### config.mk
export PLATFORM = sky130hd
export DESIGN_NAME = parity_frame_tx
export DESIGN_NICKNAME = d
export VERILOG_FILES = /design/src/rtl/parity_frame_tx.sv
export SDC_FILE = /design/constraint.sdc
export NUM_CORES = 1
export LEC_CHECK = 0
export ABC_CLOCK_PERIOD_IN_PS = 2100
export CORE_MARGIN = 10
export CORE_UTILIZATION = 45
export DETAILED_ROUTE_END_ITERATION = 8
export HOLD_SLACK_MARGIN = 0.15
export PLACE_DENSITY = 0.71
export SLEW_MARGIN = 20
export SYNTH_ARGS = -nofsm -noshare
export SYNTH_HDL_FRONTEND = slang
export SYNTH_SLANG_ARGS = --single-unit
### constraint.sdc
create_clock -name clk -period 2.1 [get_ports clk]
set_input_delay 0.525 -clock clk [delete_from_list [all_inputs] [get_ports clk]]
set_output_delay 0.525 -clock clk [all_outputs]
set_load 0.01 [all_outputs]
### src/rtl/parity_frame_tx.sv
// Serial frame transmitter: start bit, DATA_W data bits LSB first, parity bit, stop bit.
// One bit per clock on x; a new word may be accepted in the stop cycle for gapless frames.
module parity_frame_tx #(
  parameter int DATA_W     = 8,
  parameter int PARITY_ODD = 0
) (
  input  logic              clk,
  input  logic              rst_n,
  input  logic [DATA_W-1:0] in_data,
  input  logic              in_valid,
  output logic              in_ready,
  output logic              x,
  output logic              frame_active,
  output logic              sof
);

  localparam int CNT_W = (DATA_W > 1) ? $clog2(DATA_W) : 1;
  localparam logic [CNT_W-1:0] LAST_BIT = CNT_W'(DATA_W - 1);

  typedef enum logic [2:0] {IDLE, START, DATA, PARITY, STOP} state_t;

  state_t            state_q, state_d;
  logic [DATA_W-1:0] sreg_q, sreg_d;
  logic [CNT_W-1:0]  cnt_q, cnt_d;
  logic              par_q, par_d;
  logic              x_q, x_d;
  logic              fa_q, fa_d;
  logic              sof_q, sof_d;
  logic              accept;

  function automatic logic calc_parity(input logic [DATA_W-1:0] w);
    return (^w) ^ (PARITY_ODD != 0);
  endfunction

  assign in_ready = (state_q == IDLE) || (state_q == STOP);
  assign accept   = in_valid && in_ready;

  // Outputs are computed for the next state so x, sof and frame_active stay registered.
  always_comb begin
    state_d = state_q;
    sreg_d  = sreg_q;
    cnt_d   = cnt_q;
    par_d   = par_q;
    x_d     = 1'b1;
    fa_d    = 1'b0;
    sof_d   = 1'b0;
    case (state_q)
      IDLE, STOP: begin
        if (accept) begin
          state_d = START;
          sreg_d  = in_data;
          par_d   = calc_parity(in_data);
          cnt_d   = '0;
          x_d     = 1'b0;
          sof_d   = 1'b1;
          fa_d    = 1'b1;
        end else begin
          state_d = IDLE;
        end
      end
      START: begin
        state_d = DATA;
        x_d     = sreg_q[0];
        sreg_d  = sreg_q >> 1;
        cnt_d   = '0;
        fa_d    = 1'b1;
      end
      DATA: begin
        fa_d = 1'b1;
        if (cnt_q == LAST_BIT) begin
          state_d = PARITY;
          x_d     = par_q;
        end else begin
          x_d    = sreg_q[0];
          sreg_d = sreg_q >> 1;
          cnt_d  = cnt_q + CNT_W'(1);
        end
      end
      PARITY: begin
        state_d = STOP;
        x_d     = 1'b1;
        fa_d    = 1'b1;
      end
      default: state_d = IDLE;
    endcase
  end

  always_ff @(posedge clk or negedge rst_n) begin
    if (!rst_n) begin
      state_q <= IDLE;
      sreg_q  <= '0;
      cnt_q   <= '0;
      par_q   <= 1'b0;
      x_q     <= 1'b1;
      fa_q    <= 1'b0;
      sof_q   <= 1'b0;
    end else begin
      state_q <= state_d;
      sreg_q  <= sreg_d;
      cnt_q   <= cnt_d;
      par_q   <= par_d;
      x_q     <= x_d;
      fa_q    <= fa_d;
      sof_q   <= sof_d;
    end
  end

  assign x            = x_q;
  assign frame_active = fa_q;
  assign sof          = sof_q;

endmodule
==> summary.md <==
| Metric | Value |
|---|---|
| Status | `finished clean` |
| Fin crit share | `0.917` |
| Ant. Diodes | `0` |
| VDD IR max | `around 0.00085 V` |
| CP max FO | `2` |
| GP Congestion | `just under 0.8` |
| Clock latency on the worst-skew pair | `slightly below 300 ps` |
| Crit path kind | `flip-flop to output port` |
| Postcts setup bufs | `0` |
| Pin count of the biggest net entering global routing | `21` |
| Die Wd | `~66 microns` |
| Final hold vios | `0` |
| Initial core utilization | `0.484` |
| Most common cell in the netlist | `dfrtp_1` |
| Sequential area share after synthesis | `0.466` |
| Vias/cell | `5.13` |
| Layout filler cell count | `~180` |
| Final Total Pwr | `between 1.5 and 2 mW` |
| Port buffer count | `14` |
| Slew margin rel. | `0.697` |
| Nets | `~110` |
| Pwr Density | `~1500 nW/um^2` |
| Most area-consuming cells after synthesis | `dfrtp_1, mux2i_1, xnor2_1` |
| Leak pwr | `0.507 nW` |
| Post-synth ARST share | `1.00` |
| Synthesized area | `approximately 970 sq um` |
| Grt total ovfl | `0` |
| Req. time, crit path | `about 1600 ps` |
| CTS Hold Bufs | `0` |
| DRC | `0` |
| Setup TNS | `0 ps` |
| Synthesis-to-finish area growth | `21.3%` |
| Number of max-cap violations | `0` |
| GRT Total Usage | `0.0830` |
| Syn avg cell area | `between 10 and 15 sq um` |
| Synth cell count leaders | `dfrtp_1, nand2_1, mux2i_1, xnor2_1, o21ai_1` |
| Clk sink count | `18` |
| Yosys cell types | `29` |
| DR vias | `roughly 640` |
| Vias in the first global route | `around 640` |
| Die height | `roughly 66 microns` |
| Dpl cells | `121` |
| Number of buffers created by CTS | `3` |
| Largest area contributor in the netlist | `dfrtp_1` |
| Wirelength, routed | `between 1500 and 2000 microns` |
| Clk pin slew, worst setup/hold paths | `~100 ps` |
| Core area | `roughly 2000 sq um` |
| Iteration count of the initial detailed-routing pass | `4` |
| Critical path startpoint category | `flip-flop` |
| WP data arrival | `roughly 1400 ps` |
| F_max | `just over 500 MHz` |
| Worst Tran Pin Value | `roughly 450 ps` |
| Final setup fails | `0` |
| CTS root buffer | `clkbuf_4` |
| Post-CTS sizing | `0` |
| Wirelength per Cell | `~14 microns` |
| Initial antenna violation count | `0` |
| Minimum clock period | `approximately 1900 ps` |
| Layout Skew | `2.81 ps` |
| CTS tree | `yes` |
| First-pass GRT wire length | `2810 microns` |
| Fin. max-slew vios | `0` |
| Antenna-violating nets left | `0` |
| RSZ-0062 raised after global routing | `no` |
| Drt initial violations | `10` |
| Syn_nets | `94` |
| #FFs+latches synth | `18` |
| Synth Flop Type | `dfrtp_1` |
| Crit end category | `output port` |
| Row Count | `16` |
| Hold Crit Class | `flip-flop to flip-flop` |
| Cell count after synthesis | `81` |
| Final Instance Count excl. Fillers | `~130` |
| Detail Placement HPWL | `between 1000 and 1500 microns` |
| Clock Path Buffers | `2` |
| EDFF count, synth | `0` |
| Die area | `between 4000 and 5000 sq um` |
| Synthesis warning total | `0` |
| I/O pins | `15` |
| Share of cells above drive strength 1 | `0.214` |
| Top-area cell type share of the netlist area | `0.439` |
| Htree depth | `1` |
## sequential cells by signal (all words and copies together) (netlist names)
register	flops
cnt_q	3
frame_active	1
par_q	1
sof	1
sreg_q	8
state_q	3
x	1
## layout by cell type, fill, tap and decap left out, types with 2 or more instances in the layout
master	Yosys	routed
clkdlybuf4s50_1	0	14
o21ai_1	5	5
o21ai_0	3	3
clkbuf_4	0	3
mux2i_1	7	7
o21ai_2	3	3
nand2_1	9	9
xnor2_1	7	7
nor2_1	4	4
a22o_2	2	2
buf_4	1	3
ha_1	2	2
a21oi_1	2	2
dfrtp_1	17	17
## logic make-up after synthesis
logic type | share of synthesized area
AOI/OAI and AO/OA | 0.143
xor gates and xnor gates | 0.0916
adders and majority gates | 0.0258
buffers and inverters | 0.0516
DFF | 0.466
muxes | 0.0723
and+or+nand+nor | 0.150
## critical path: stages (launching register included)
cell	delay (ps)
dfrtp_1	400
nor2_1	150
clkdlybuf4s50_1	560
## report_power, final
group          total, mW  leakage (nW)  internal (mW)  switching [mW]
sequential         0.603         0.224          0.508          0.0956
clock              0.210        0.0210          0.105           0.104
combinational      0.948         0.262          0.474           0.474
## per-layer routing
metal	GRT usage	vias to the layer above	share of wire	wire [microns]
li1	-	319	-	-
met1	0.0906	310	0.45	795
met2	0.139	10	0.49	864
met3	0.0254	2	0.055	98
met4	0.0471	0	0.0096	17
met5	0	-	0	0
## layout make-up
class / instances / area (sq um) / share of cell area
clock buffer: 4 / 36.3 / 0.0309
multi-input combinational: 57 / 468 / 0.398
tap: 27 / 33.8 / 0.0287
timing repair buffer: 18 / 183 / 0.155
sequential: 18 / 452 / 0.384
inverter: 1 / 3.75 / 0.00319
## path summary, 6_finish.rpt
kind / slack, ps / to / depth (start not counted) / start
min in group asynchronous: 560 / frame_active / 2 / rst_n
max reg2reg: 300 / cnt_q[1] / 6 / cnt_q[0]
max: 170 / in_ready / 2 / state_q[0]
max in group asynchronous: 1280 / x / 2 / rst_n
min reg2reg: 500 / sreg_q[4] / 2 / sreg_q[4]
min: 500 / sreg_q[4] / 2 / sreg_q[4]
## metrics by stage
stage | util | setup slack, ps | hold slack, ps | instance area, sq um
after floorplan | - | 482 | 229 | 970
after global placement | 0.569 | 268 | 463 | 1140
after detailed placement | 0.569 | 221 | 482 | 1140
after CTS | 0.588 | 160 | 506 | 1180
after global routing | 0.588 | 95.8 | 532 | 1180
final | 0.588 | 175 | 498 | 1180
Power figures use the tool's default switching activity.
